===== src/rtl/coeff_loader_if.sv =====
// Coefficient stream handshake plus RAM write bus between the coefficient source, coeff_loader and the FIR RAM.
// slave = the loader side, master = the environment (source + RAM).
interface coeff_loader_if #(
   parameter int DATA_W = 16
) ();
   logic                     iCoeffValid;
   logic signed [DATA_W-1:0] iCoeffData;
   logic                     oCoeffReady;
   logic                     oCsnRam;
   logic                     oWrnRam;
   logic [5:0]               oAddrRam;
   logic signed [DATA_W-1:0] oWrDtRam;

   modport slave (
      input  iCoeffValid, iCoeffData,
      output oCoeffReady, oCsnRam, oWrnRam, oAddrRam, oWrDtRam
   );

   modport master (
      output iCoeffValid, iCoeffData,
      input  oCoeffReady, oCsnRam, oWrnRam, oAddrRam, oWrDtRam
   );
endinterface


===== src/rtl/coeff_loader.sv =====
// coeff_loader: loads FIR coefficients from a valid/ready stream into coefficient RAM, one write per beat.
// Optional macro COEFF_LOADER_SYMM_EN: load half the taps and mirror each beat to its symmetric address.
module coeff_loader #(
   parameter int NUM_TAPS = 33,
   parameter int DATA_W   = 16,
   parameter int TIMEOUT  = 1023
) (
   input  logic          iClk_12M,
   input  logic          iRsn,
   input  logic          iLoadStart,
   coeff_loader_if.slave bus,
   output logic          oCoeffiUpdateFlag,
   output logic          oBusy,
   output logic          oLoadDone,
   output logic          oErr
);
   localparam int TO_W = (TIMEOUT > 1) ? $clog2(TIMEOUT + 1) : 1;
   localparam logic [TO_W-1:0] TO_LAST = TO_W'(TIMEOUT - 1);
`ifdef COEFF_LOADER_SYMM_EN
   localparam logic [5:0] TOP_ADDR = 6'(NUM_TAPS - 1);
   localparam logic [5:0] LAST_IDX = 6'((NUM_TAPS - 1) / 2);
`else
   localparam logic [5:0] LAST_IDX = 6'(NUM_TAPS - 1);
`endif

   typedef enum logic [1:0] {
      ST_IDLE,
      ST_LOAD,
`ifdef COEFF_LOADER_SYMM_EN
      ST_MIRROR,
`endif
      ST_DONE
   } state_t;

   state_t                   state_q;
   logic [5:0]               beat_cnt_q;
   logic [5:0]               beat_cnt_d;
   logic [TO_W-1:0]          idle_cnt_q;
   logic [TO_W-1:0]          idle_cnt_d;
   logic                     ready_q;
   logic                     csn_q;
   logic                     wrn_q;
   logic [5:0]               addr_q;
   logic signed [DATA_W-1:0] wrdt_q;
   logic                     flag_q;
   logic                     busy_q;
   logic                     done_q;
   logic                     err_q;
   logic                     beat_acc;
   logic                     is_last;

   assign beat_acc   = bus.iCoeffValid & ready_q;
   assign is_last    = (beat_cnt_q == LAST_IDX);
   assign beat_cnt_d = beat_cnt_q + 6'd1;
   assign idle_cnt_d = idle_cnt_q + 1'b1;

`ifdef COEFF_LOADER_SYMM_EN
   logic is_centre;
   assign is_centre = ((TOP_ADDR - beat_cnt_q) == beat_cnt_q);
`endif

   always_ff @(posedge iClk_12M) begin
      if (iRsn) begin
         state_q    <= ST_IDLE;
         beat_cnt_q <= '0;
         idle_cnt_q <= '0;
         ready_q    <= 1'b0;
         csn_q      <= 1'b1;
         wrn_q      <= 1'b1;
         addr_q     <= '0;
         wrdt_q     <= '0;
         flag_q     <= 1'b0;
         busy_q     <= 1'b0;
         done_q     <= 1'b0;
         err_q      <= 1'b0;
      end else begin
         // RAM strobes are single-cycle; every write branch below re-asserts them.
         csn_q  <= 1'b1;
         wrn_q  <= 1'b1;
         done_q <= 1'b0;
         case (state_q)
            ST_IDLE: begin
               if (iLoadStart) begin
                  state_q    <= ST_LOAD;
                  beat_cnt_q <= '0;
                  idle_cnt_q <= '0;
                  err_q      <= 1'b0;
                  flag_q     <= 1'b1;
                  busy_q     <= 1'b1;
                  ready_q    <= 1'b1;
               end
            end
            ST_LOAD: begin
               if (beat_acc) begin
                  csn_q      <= 1'b0;
                  wrn_q      <= 1'b0;
                  addr_q     <= beat_cnt_q;
                  wrdt_q     <= bus.iCoeffData;
                  beat_cnt_q <= beat_cnt_d;
                  idle_cnt_q <= '0;
`ifdef COEFF_LOADER_SYMM_EN
                  if (!is_centre) begin
                     state_q <= ST_MIRROR;
                     ready_q <= 1'b0;
                  end else
`endif
                  if (is_last) begin
                     state_q <= ST_DONE;
                     ready_q <= 1'b0;
                     done_q  <= 1'b1;
                     flag_q  <= 1'b0;
                     busy_q  <= 1'b0;
                  end
               end else if (idle_cnt_q == TO_LAST) begin
                  // Source stalled too long: abort, keep what was already written.
                  state_q <= ST_IDLE;
                  err_q   <= 1'b1;
                  ready_q <= 1'b0;
                  flag_q  <= 1'b0;
                  busy_q  <= 1'b0;
               end else begin
                  idle_cnt_q <= idle_cnt_d;
               end
            end
`ifdef COEFF_LOADER_SYMM_EN
            ST_MIRROR: begin
               // addr_q/wrdt_q still hold beat k; reuse the data for address NUM_TAPS-1-k.
               csn_q  <= 1'b0;
               wrn_q  <= 1'b0;
               addr_q <= TOP_ADDR - addr_q;
               if (addr_q == LAST_IDX) begin
                  state_q <= ST_DONE;
                  done_q  <= 1'b1;
                  flag_q  <= 1'b0;
                  busy_q  <= 1'b0;
               end else begin
                  state_q <= ST_LOAD;
                  ready_q <= 1'b1;
               end
            end
`endif
            default: begin
               state_q <= ST_IDLE;
            end
         endcase
      end
   end

   assign bus.oCoeffReady = ready_q;
   assign bus.oCsnRam     = csn_q;
   assign bus.oWrnRam     = wrn_q;
   assign bus.oAddrRam    = addr_q;
   assign bus.oWrDtRam    = wrdt_q;
   assign oCoeffiUpdateFlag = flag_q;
   assign oBusy           = busy_q;
   assign oLoadDone       = done_q;
   assign oErr            = err_q;
endmodule


===== src/flat_wrapper.sv =====
// flat-port wrapper written by rule: the top's interface ports become plain ports
module coeff_loader_flat 
#(
   parameter int NUM_TAPS = 33,
   parameter int DATA_W   = 16,
   parameter int TIMEOUT  = 1023
)
  (iClk_12M, iRsn, iLoadStart, oCoeffiUpdateFlag, oBusy, oLoadDone, oErr, bus_iCoeffValid, bus_iCoeffData, bus_oCoeffReady, bus_oCsnRam, bus_oWrnRam, bus_oAddrRam, bus_oWrDtRam);
  coeff_loader_if #(.DATA_W(DATA_W)) bus_i ();
  input  logic iClk_12M;
  input  logic iRsn;
  input  logic iLoadStart;
  output logic oCoeffiUpdateFlag;
  output logic oBusy;
  output logic oLoadDone;
  output logic oErr;
  input wire logic [$bits(bus_i.iCoeffValid)-1:0] bus_iCoeffValid;
  input wire logic [$bits(bus_i.iCoeffData)-1:0] bus_iCoeffData;
  output wire logic [$bits(bus_i.oCoeffReady)-1:0] bus_oCoeffReady;
  output wire logic [$bits(bus_i.oCsnRam)-1:0] bus_oCsnRam;
  output wire logic [$bits(bus_i.oWrnRam)-1:0] bus_oWrnRam;
  output wire logic [$bits(bus_i.oAddrRam)-1:0] bus_oAddrRam;
  output wire logic [$bits(bus_i.oWrDtRam)-1:0] bus_oWrDtRam;
  assign bus_i.iCoeffValid = bus_iCoeffValid;
  assign bus_i.iCoeffData = bus_iCoeffData;
  assign bus_oCoeffReady = bus_i.oCoeffReady;
  assign bus_oCsnRam = bus_i.oCsnRam;
  assign bus_oWrnRam = bus_i.oWrnRam;
  assign bus_oAddrRam = bus_i.oAddrRam;
  assign bus_oWrDtRam = bus_i.oWrDtRam;
  coeff_loader #(.NUM_TAPS(NUM_TAPS), .DATA_W(DATA_W), .TIMEOUT(TIMEOUT)) u_core (.iClk_12M(iClk_12M), .iRsn(iRsn), .iLoadStart(iLoadStart), .bus(bus_i), .oCoeffiUpdateFlag(oCoeffiUpdateFlag), .oBusy(oBusy), .oLoadDone(oLoadDone), .oErr(oErr));
endmodule

===== config.mk =====
export PLATFORM = sky130hd
export DESIGN_NAME = coeff_loader_flat
export DESIGN_NICKNAME = d
export VERILOG_FILES = /design/src/rtl/coeff_loader_if.sv /design/src/rtl/coeff_loader.sv /design/src/flat_wrapper.sv
export SDC_FILE = /design/constraint.sdc
export NUM_CORES = 1
export LEC_CHECK = 0
export ABC_AREA = 0
export BUFFER_PORTS_ARGS = -buffer_cell sky130_fd_sc_hd__buf_2
export CELL_PAD_IN_SITES_DETAIL_PLACEMENT = 1
export CELL_PAD_IN_SITES_GLOBAL_PLACEMENT = 2
export CORE_MARGIN = 5
export CORE_UTILIZATION = 27
export CTS_BUF_LIST = sky130_fd_sc_hd__clkbuf_16
export DETAILED_ROUTE_END_ITERATION = 10
export PLACE_DENSITY_LB_ADDON = 0.12
export SLEW_MARGIN = 30
export SYNTH_ARGS = -nofsm -noshare
export SYNTH_HDL_FRONTEND = slang
export SYNTH_SLANG_ARGS = --single-unit

===== constraint.sdc =====
create_clock -name iClk_12M -period 1.8 [get_ports iClk_12M]
set_clock_uncertainty 0.15 [all_clocks]
set_input_delay 0.27 -clock iClk_12M [delete_from_list [all_inputs] [get_ports iClk_12M]]
set_output_delay 0.27 -clock iClk_12M [all_outputs]
set_load 0.02 [all_outputs]

**Yosys cells after proc, flatten, opt, wreduce, memory -nomap -nowiden**

Index checks and enable logic that the tools add are counted.

- $add $sub $neg: 2
- Equality and inequality tests: 10
- Mux-type cells: 23
- Bitwise logic cells: 3
- Reduce and logical (&&, ||, !) cells: 10

Operators by type and width:

| cell | number |
|---|---|
| $mux 10 | 3 |
| $pmux 10 s2 | 1 |
| $mux 6 | 2 |
| $pmux 6 s2 | 1 |
| $add 10x1->10 const B | 1 |
| $eq 10x10->1 const B | 1 |
| $mux 1 | 9 |
| $reduce_and 3->1 | 3 |
| $mux 2 | 4 |
| $reduce_and 4->1 | 2 |
| $add 6x1->6 const B | 1 |
| $eq 6x6->1 const B | 1 |
| $ne 2x1->1 const B | 2 |
| $ne 2x2->1 const B | 2 |
| $pmux 1 s2 | 2 |
| $pmux 2 s2 | 1 |
| $ne 3x1->1 const B | 1 |
| $ne 3x2->1 const B | 1 |
| $ne 3x3->1 const B | 1 |
| $reduce_or 3->1 | 1 |
| $eq 2x1->1 const B | 1 |
| $logic_not 2->1 | 1 |
| $not 1->1 | 2 |
| $reduce_and 2->1 | 1 |
| other kinds (3) | 3 |

- Bits in registers: 44
- Input port bits: 20
- Output and inout port bits: 29
- Word-level logic and storage cells: 57

**Longest topological paths before layout**

Gate-level depths: netlist of the first run.

- Depth in word-level cells: 4
- Mapped depth: 7
- Depth with buffers taken out: 6

**Least setup slack after synthesis of the first run**

No wires, ideal clock.

- Kind: flip-flop to flip-flop
- From: register, netlist name u_core.oCoeffiUpdateFlag
- To: register u_core.idle_cnt_q[8]
- Setup time: 0.070 ns
- Data arrival time: 1.591 ns
- Required time: 1.580 ns
- Setup slack: -0.010 ns
- Cell stages (with the launch flop): 5
- Buffers on the path: 0
- Period minus slack after synthesis: 1.810 ns
- Cells stage by stage: dfxtp_1 > and2_0 > nor4_1 > or4_2 > a21oi_1

RTL lines:

| element | line | text |
|---|---|---|
| end signal: assignment | coeff_loader.sv:122 | `idle_cnt_q <= idle_cnt_d;` |
| end: declaration | coeff_loader.sv:38 | `logic [TO_W-1:0] idle_cnt_q;` |

**Final worst setup path of the first run**

- From: register u_core.idle_cnt_q[1]
- To: register u_core.idle_cnt_q[1]

- Word-level cells in the longest chain between the ends: 4
- Elaborated cells on any way between the ends: 7
- Classes of those cells: 1 x add/sub; 2 x eq/ne; 3 x mux; 1 x reduce/logical

RTL lines:

| element | line | text |
|---|---|---|
| $add 10x1->10 | coeff_loader.sv:55 | `assign idle_cnt_d = idle_cnt_q + 1'b1;` |
| $mux 10 | coeff_loader.sv:114 | `end else if (idle_cnt_q == TO_LAST) begin` |
| $mux 10 | coeff_loader.sv:94 | `if (beat_acc) begin` |
| $pmux 10 s2 | coeff_loader.sv:81 | `case (state_q)` |

Parallel ways exist; a longest one is shown, timed or not. The select of a mux whose other input is x is not followed.
A chain may end at the register's enable or synchronous reset.

==> impl_metrics.prom, run 1 <==
# TYPE chip_impl_metric gauge
chip_impl_metric{name="avgSynthCellArea",unit="sq um"} 8.24
chip_impl_metric{name="syn-num-nets",unit=""} 255
chip_impl_metric{name="timing.critical_path.fanout_max",unit=""} 2
chip_impl_metric{name="synth.ff_latch_count",unit=""} 44
chip_impl_metric{name="layout.core_utilization",unit="%"} 36.9
chip_impl_metric{name="clkTransAtPathRegs",unit="ps"} 60
chip_impl_metric{name="total_leakage_power",unit="nW"} 0.997
chip_impl_metric{name="clock_tree.htree_level_count",unit=""} 2
chip_impl_metric{name="hpwl",unit="mm"} 3.77
chip_impl_info{name="synth.top_cells.by_count",value="nand2_1, dfxtp_1, a21oi_1"} 1
chip_impl_metric{name="mappedNetlistArea",unit="sq um"} 1900
chip_impl_metric{name="cp.arrival",unit="ps"} 1830
chip_impl_metric{name="grt_first_pass_wirelength",unit="mm"} 8.74
chip_impl_info{name="ys.flop_type",value="dfxtp_1"} 1
chip_impl_metric{name="max-slew-margin-rel",unit="%"} 76.1
chip_impl_metric{name="syn-instance-count",unit=""} 231
chip_impl_metric{name="async_reset_ff_share",unit="%"} 0
chip_impl_metric{name="core.rowCount",unit=""} 30
chip_impl_info{name="clk_root_buf",value="clkbuf_16"} 1
chip_impl_metric{name="effective_utilization_at_floorplan",unit="%"} 27.9
chip_impl_info{name="synthTopCellsByArea",value="dfxtp_1, nand2_1, a21oi_1"} 1
chip_impl_metric{name="synth.yosys.warnings",unit=""} 0
chip_impl_info{name="crit_type",value="reg -> reg"} 1
chip_impl_metric{name="core_area",unit="sq um"} 6830
chip_impl_info{name="cts_tree",value="yes"} 1
chip_impl_info{name="rsz0062_at_grt",value="true"} 1
chip_impl_metric{name="area_growth_syn_to_layout",unit="%"} 32.3
chip_impl_metric{name="total_gr_overflow",unit=""} 0
chip_impl_metric{name="firstDrtPassIters",unit=""} 4
chip_impl_metric{name="wl_per_cell",unit="um"} 13.0
chip_impl_metric{name="floorplan.die_area",unit="sq um"} 8830
chip_impl_metric{name="gr-usage-met2",unit="%"} 21.6
chip_impl_metric{name="power_density",unit="nW/um^2"} 827
chip_impl_metric{name="max_clock_freq",unit="MHz"} 564
chip_impl_metric{name="grt_max_degree",unit=""} 24
chip_impl_metric{name="postRouteWirelength",unit="mm"} 5.03
chip_impl_metric{name="route.antenna.remaining_nets",unit=""} 0
chip_impl_metric{name="multi_input_area",unit="sq um"} 953
chip_impl_metric{name="share_of_synthesized_area_occupied_by_flip_flops_and_latches",unit="%"} 46.3
chip_impl_metric{name="required",unit="ps"} 1860
chip_impl_metric{name="layout.nets",unit=""} 315
chip_impl_metric{name="worst_pin_slew",unit="ps"} 355
chip_impl_metric{name="max-cap-violations",unit=""} 0
chip_impl_metric{name="dr_drc_count",unit=""} 0
chip_impl_metric{name="antenna-diode-count",unit=""} 0
chip_impl_info{name="synth.most_common_cell",value="nand2_1"} 1
chip_impl_metric{name="report.final.slew_viol_count",unit=""} 0
chip_impl_metric{name="cts-buffers-inserted",unit=""} 5
chip_impl_metric{name="use_met3",unit="%"} 3.04
chip_impl_metric{name="nFillCells",unit=""} 864
chip_impl_metric{name="vias_cell",unit=""} 4.50
chip_impl_metric{name="gp_congestion",unit=""} 0.783
chip_impl_metric{name="post_cts_hold_buffer_count",unit=""} 0
chip_impl_metric{name="cts-root-to-sink-buffers",unit=""} 2
chip_impl_metric{name="netlist.area_leader.share",unit="%"} 46.3
chip_impl_metric{name="ff_latch_area",unit="sq um"} 883
chip_impl_metric{name="synth_cell_types",unit=""} 42
chip_impl_metric{name="io_buffers",unit=""} 48
chip_impl_metric{name="detailedRoute.firstIterationViolations",unit=""} 29
chip_impl_metric{name="clock-sinks",unit=""} 44
chip_impl_metric{name="fin_crit_sh",unit="%"} 98.5
chip_impl_metric{name="timing.final.setup_violations",unit=""} 0
chip_impl_info{name="launching_element_type_of_the_critical_path",value="flip-flop"} 1
chip_impl_info{name="worstHoldPathType",value="in -> reg"} 1
chip_impl_metric{name="post_layout_min_period",unit="ps"} 1770
chip_impl_metric{name="detailroute.via_count",unit=""} 1746
chip_impl_metric{name="ff2ff_setup_slack",unit="ps"} 30
chip_impl_info{name="synth_top_area_cell",value="dfxtp_1"} 1
chip_impl_info{name="critical_path.endpoint_type",value="flip-flop"} 1
chip_impl_metric{name="final_std_cell_area_no_fill",unit="sq um"} 2520
chip_impl_metric{name="post_route_cells_drive_above_1_share",unit="%"} 30.5
chip_impl_metric{name="die_height",unit="um"} 94.0
chip_impl_metric{name="synth_edf_count",unit=""} 0
chip_impl_metric{name="antenna_violations_before_repair",unit=""} 0
chip_impl_metric{name="die_width",unit="um"} 94.0
chip_impl_metric{name="placed_area",unit="sq um"} 2360
chip_impl_metric{name="worst_ir_drop_vdd",unit="uV"} 300
chip_impl_info{name="run_status",value="finished clean"} 1
chip_impl_metric{name="fin_tns_setup",unit="ps"} 0
chip_impl_info{name="gr-max-usage-layer",value="met2"} 1
chip_impl_metric{name="io-pin-count",unit=""} 49
chip_impl_metric{name="via_count_of_the_first_global_routing_pass",unit=""} 1864
chip_impl_metric{name="grt_use_met1",unit="%"} 14.6
chip_impl_metric{name="total_routing_resource_utilization_after_global_routing",unit="%"} 12.3
chip_impl_metric{name="finalHoldViolCount",unit=""} 0
chip_impl_metric{name="clock_latency",unit="ps"} 270
[repair_timing]
action	in CTS	in global routing
buffers inserted	0	0
setup endpoints to repair	0	6
gates resized for setup	0	7
[layout by cell type, fill, tap and decap left out, drive strengths merged, types with 2 or more instances in the layout]
master  count
mux2i       7
nand3       4
inv         6
ha          4
nor3        4
a21oi      31
dfxtp      44
nand2      62
o21ba       2
or3         4
o21ai       2
buf        68
nand4       5
nand2b      8
xor2        4
a211oi      2
clkbuf      5
nor2        8
[routing by layer]
layer  wire, um  part of all wire (%)
met5          0                     0
met4         35                  0.70
met3        146                   2.9
met2       2570                    51
met1       2290                    45
[state kept, by name, summed over array words and instances, names as in the netlist]
signal / flops
u_core.oErr: 1
u_core.beat_cnt_q: 6
u_core.oCoeffiUpdateFlag: 1
u_core.state_q: 2
u_core.bus.oAddrRam: 6
u_core.bus.oCsnRam: 1
u_core.bus.oWrDtRam: 16
u_core.idle_cnt_q: 10
u_core.oLoadDone: 1
[through the flow]
stage	setup WS [ps]	hold WS, ps	std cells	total power [mW]
detailed placement	-1.72	294	380	1.23
floorplan	24.5	256	231	1.15
global placement	45.0	292	380	1.23
finish	27.7	73.0	388	2.08
CTS	6.64	68.8	388	2.12
global route	-44.7	70.4	388	2.19
[path summary, 6_finish.rpt]
kind / from / endpoint / cells past startpoint
worst max-delay path: u_core.idle_cnt_q[1] / u_core.idle_cnt_q[1] / 5
worst min-delay path: bus_iCoeffData[10] / u_core.bus.oWrDtRam[10] / 3
worst max register to register: u_core.idle_cnt_q[1] / u_core.idle_cnt_q[1] / 5
worst min register to register: u_core.bus.oWrDtRam[7] / u_core.bus.oWrDtRam[7] / 2
[worst max-delay path: stages (launching register included)]
cell     delay (ps)
dfxtp_1         360
ha_2            190
nand3_2          80
or3_4           330
or4b_1          460
a31oi_1         130
[final cells by class]
class / instances / share of cell area [%]
timing repair buffer: 68 / 16.0
inverter: 5 / 0.745
clock buffer: 5 / 4.97
sequential: 44 / 35.1
multi-input combinational: 167 / 37.9
tap: 96 / 4.77
clock inverter: 3 / 0.596
[where the power goes]
part	internal (mW)	total [mW]	leakage (nW)	switching, mW
combinational	0.0821	0.202	0.572	0.120
sequential	0.994	1.01	0.356	0.0132
clock	0.504	0.872	0.0687	0.368
total	1.58	2.08	0.997	0.501
[kinds of logic (layout without fill, tap and decap cells)]
logic type	after synthesis	count (layout)	share of synthesized area, %
xor+xnor	5	5	2.30
simple gates	106	106	26.5
flops	44	44	46.3
buf+inv	20	81	4.73
fa+ha+maj	4	4	2.63
mux	7	7	3.68
compound gates	45	45	13.9
No activity file was read; power rests on OpenSTA's default activity.
==> run 2: changes to the inputs <==
--- a/config.mk
+++ b/config.mk
@@ -6,13 +6,13 @@
 export NUM_CORES = 1
 export LEC_CHECK = 0
 export ABC_AREA = 0
-export BUFFER_PORTS_ARGS = -buffer_cell sky130_fd_sc_hd__buf_2
 export CELL_PAD_IN_SITES_DETAIL_PLACEMENT = 1
 export CELL_PAD_IN_SITES_GLOBAL_PLACEMENT = 2
 export CORE_MARGIN = 5
-export CORE_UTILIZATION = 27
+export CORE_UTILIZATION = 32
 export CTS_BUF_LIST = sky130_fd_sc_hd__clkbuf_16
 export DETAILED_ROUTE_END_ITERATION = 10
+export DONT_BUFFER_PORTS = 1
 export PLACE_DENSITY_LB_ADDON = 0.12
 export SLEW_MARGIN = 30
 export SYNTH_ARGS = -nofsm -noshare
==> constraint.sdc (replaced) <==
create_clock -name iClk_12M -period 1.6 [get_ports iClk_12M]
set_clock_uncertainty 0.15 [all_clocks]
set_input_delay 0.24 -clock iClk_12M [delete_from_list [all_inputs] [get_ports iClk_12M]]
set_output_delay 0.24 -clock iClk_12M [all_outputs]
set_load 0.02 [all_outputs]
==> impl_metrics.prom, run 2 (synthesis results as in run 1) <==
# TYPE chip_impl_metric gauge
chip_impl_info{name="run_status",value="finished, violations left"} 1
chip_impl_info{name="violations",value="setup timing"} 1
chip_impl_metric{name="fin_crit_sh",unit="%"} 112
chip_impl_metric{name="finalHoldViolCount",unit=""} 0
chip_impl_metric{name="antenna-diode-count",unit=""} 0
chip_impl_metric{name="power_density",unit="nW/um^2"} 890
chip_impl_metric{name="clock-sinks",unit=""} 44
chip_impl_metric{name="post_layout_min_period",unit="ps"} 1800
chip_impl_info{name="critical_path.endpoint_type",value="flip-flop"} 1
chip_impl_metric{name="total_gr_overflow",unit=""} 0
chip_impl_metric{name="post_route_cells_drive_above_1_share",unit="%"} 33.8
chip_impl_metric{name="max-cap-violations",unit=""} 0
chip_impl_metric{name="multi_input_area",unit="sq um"} 1150
chip_impl_metric{name="worst_pin_slew",unit="ps"} 386
chip_impl_metric{name="largest_reg_flops",unit=""} 16
chip_impl_metric{name="via_count_of_the_first_global_routing_pass",unit=""} 1809
chip_impl_metric{name="firstDrtPassIters",unit=""} 4
chip_impl_metric{name="nFillCells",unit=""} 663
chip_impl_metric{name="holdWs",unit="ps"} 52.5
chip_impl_metric{name="ff_latch_area",unit="sq um"} 892
chip_impl_metric{name="layout_setup_ws",unit="ps"} -200
chip_impl_metric{name="worst_ir_drop_vdd",unit="uV"} 591
chip_impl_metric{name="cp.arrival",unit="ps"} 1850
chip_impl_metric{name="dr_drc_count",unit=""} 0
chip_impl_metric{name="route.antenna.remaining_nets",unit=""} 0
chip_impl_metric{name="hpwl",unit="mm"} 3.88
chip_impl_metric{name="total_leakage_power",unit="nW"} 1.06
chip_impl_info{name="timing.critical_path.cells",value="inv_2 > ha_4 > nand3_4 > or3_4 > or4b_1 > a31oi_1"} 1
chip_impl_metric{name="final_std_cell_area_no_fill",unit="sq um"} 2900
chip_impl_metric{name="required",unit="ps"} 1650
chip_impl_info{name="cts_tree",value="yes"} 1
chip_impl_metric{name="effective_utilization_at_floorplan",unit="%"} 32.5
chip_impl_metric{name="die_height",unit="um"} 87.1
chip_impl_metric{name="timing.final.setup_violations",unit=""} 16
chip_impl_metric{name="postRouteWirelength",unit="mm"} 5.97
chip_impl_metric{name="floorplan.die_area",unit="sq um"} 7590
chip_impl_metric{name="detailroute.via_count",unit=""} 1807
chip_impl_metric{name="max_stage_delay_on_crit_path",unit="ps"} 480
chip_impl_metric{name="max-slew-margin-rel",unit="%"} 74.3
chip_impl_info{name="critical-path-slowest-cell",value="or4b_1"} 1
chip_impl_info{name="launching_element_type_of_the_critical_path",value="flip-flop"} 1
chip_impl_metric{name="layout.nets",unit=""} 301
chip_impl_info{name="rsz0062_at_grt",value="true"} 1
chip_impl_metric{name="clkTransAtPathRegs",unit="ps"} 70
chip_impl_metric{name="clock_latency",unit="ps"} 280
chip_impl_metric{name="antenna_violations_before_repair",unit=""} 0
chip_impl_metric{name="vias_cell",unit=""} 5.12
chip_impl_info{name="layout.cells.most_common",value="nand2_1"} 1
chip_impl_metric{name="gp_congestion",unit=""} 0.760
chip_impl_metric{name="total_routing_resource_utilization_after_global_routing",unit="%"} 14.3
chip_impl_metric{name="ff2ff_setup_slack",unit="ps"} -200
chip_impl_metric{name="die_width",unit="um"} 87.1
chip_impl_metric{name="io_buffers",unit=""} 0
chip_impl_metric{name="area_growth_syn_to_layout",unit="%"} 52.4
chip_impl_metric{name="timing.critical_path.fanout_max",unit=""} 2
chip_impl_metric{name="grt_max_degree",unit=""} 32
chip_impl_metric{name="wl_per_cell",unit="um"} 16.9
chip_impl_info{name="clk_root_buf",value="clkbuf_16"} 1
chip_impl_metric{name="io-pin-count",unit=""} 49
chip_impl_metric{name="min_delay_path_depth",unit=""} 2
chip_impl_metric{name="report.final.slew_viol_count",unit=""} 0
chip_impl_info{name="crit_type",value="reg -> reg"} 1
chip_impl_metric{name="cts-buffers-inserted",unit=""} 5
chip_impl_metric{name="placed_area",unit="sq um"} 2190
chip_impl_info{name="worstHoldPathType",value="in -> reg"} 1
chip_impl_metric{name="clock_tree.htree_level_count",unit=""} 2
chip_impl_metric{name="grt_first_pass_wirelength",unit="mm"} 8.66
chip_impl_metric{name="max_clock_freq",unit="MHz"} 556
chip_impl_info{name="layout.cells.most_common_list",value="nand2_1, dfxtp_1, buf_4, a21oi_2, dlygate4sd3_1"} 1
chip_impl_metric{name="detailedRoute.firstIterationViolations",unit=""} 65
chip_impl_metric{name="core_area",unit="sq um"} 5850
chip_impl_metric{name="core.rowCount",unit=""} 28
chip_impl_metric{name="cts-root-to-sink-buffers",unit=""} 2
chip_impl_metric{name="r2r.worst_path.cells",unit=""} 6
## run 2: cell types whose count changed in the layout (fill, tap and decap cells not counted), moves of 2 or more
cell	delta
buf_2	-48
a21oi_1	-18
a21oi_2	+17
dlygate4sd3_1	+17
buf_6	+8
nand2_1	-7
nand2_4	+5
buf_12	+4
buf_4	+3
dfxtp_1	-3
clkbuf_16	+2
dfxtp_4	+2
ha_2	-2
nand2_2	+2
## run 2: layout make-up
type,instances,share of cell area (%)
clock inverters,3,1.47
multi-input cells,167,39.8
inverters,5,0.647
flip-flops and latches,44,30.7
clock buffers,5,4.31
well taps,75,3.23
repair buffers,54,19.8
## run 2: worst max-delay path: cells and delay by family (launching register included)
family / cells / cell delay (ps)
simple gates: 3 / 900
flops: 1 / 320
fa+ha+maj: 1 / 140
compound gates: 1 / 140
buf+inv: 1 / 70
## run 2: repair_timing
item / in CTS / in global routing
endpoints found under the setup margin: 11 / 32
gates resized for setup: 14 / 48
pin swaps: 5 / 26
buffers inserted: 0 / 6
hold endpoints to repair: 27 / 27
gates cloned: 1 / 3
## run 2: stage by stage
| stage | worst slack, ps | instances | util, % | power [mW] | TNS (ps) |
|---|---|---|---|---|---|
| after floorplan | -120 | 231 | - | 1.29 | -593 |
| after global placement | -115 | 317 | 37.4 | 1.34 | -651 |
| after detailed placement | -240 | 317 | 37.4 | 1.35 | -2090 |
| after CTS | -201 | 326 | 41.3 | 2.51 | -711 |
| after global routing | -274 | 353 | 49.6 | 2.68 | -2530 |
| final | -200 | 353 | 49.6 | 2.58 | -877 |
## run 2: metal layers
layer	global-route usage, %	share of wire (%)
met1	16.0	40
met4	3.35	0.65
met3	3.78	3.6
met2	26.8	56
met5	0	0
## run 2: worst paths after layout
path,start,end
max reg2reg,u_core.idle_cnt_q[0],u_core.idle_cnt_q[1]
min,bus_iCoeffValid,u_core.oCoeffiUpdateFlag
min reg2reg,u_core.beat_cnt_q[1],u_core.bus.oAddrRam[1]
max,u_core.idle_cnt_q[0],u_core.idle_cnt_q[1]
## run 2: report_power, final
part	internal (mW)	switching, mW	total (mW)
Clock	0.734	0.431	1.16
Sequential	1.12	0.0349	1.15
Combinational	0.128	0.137	0.266
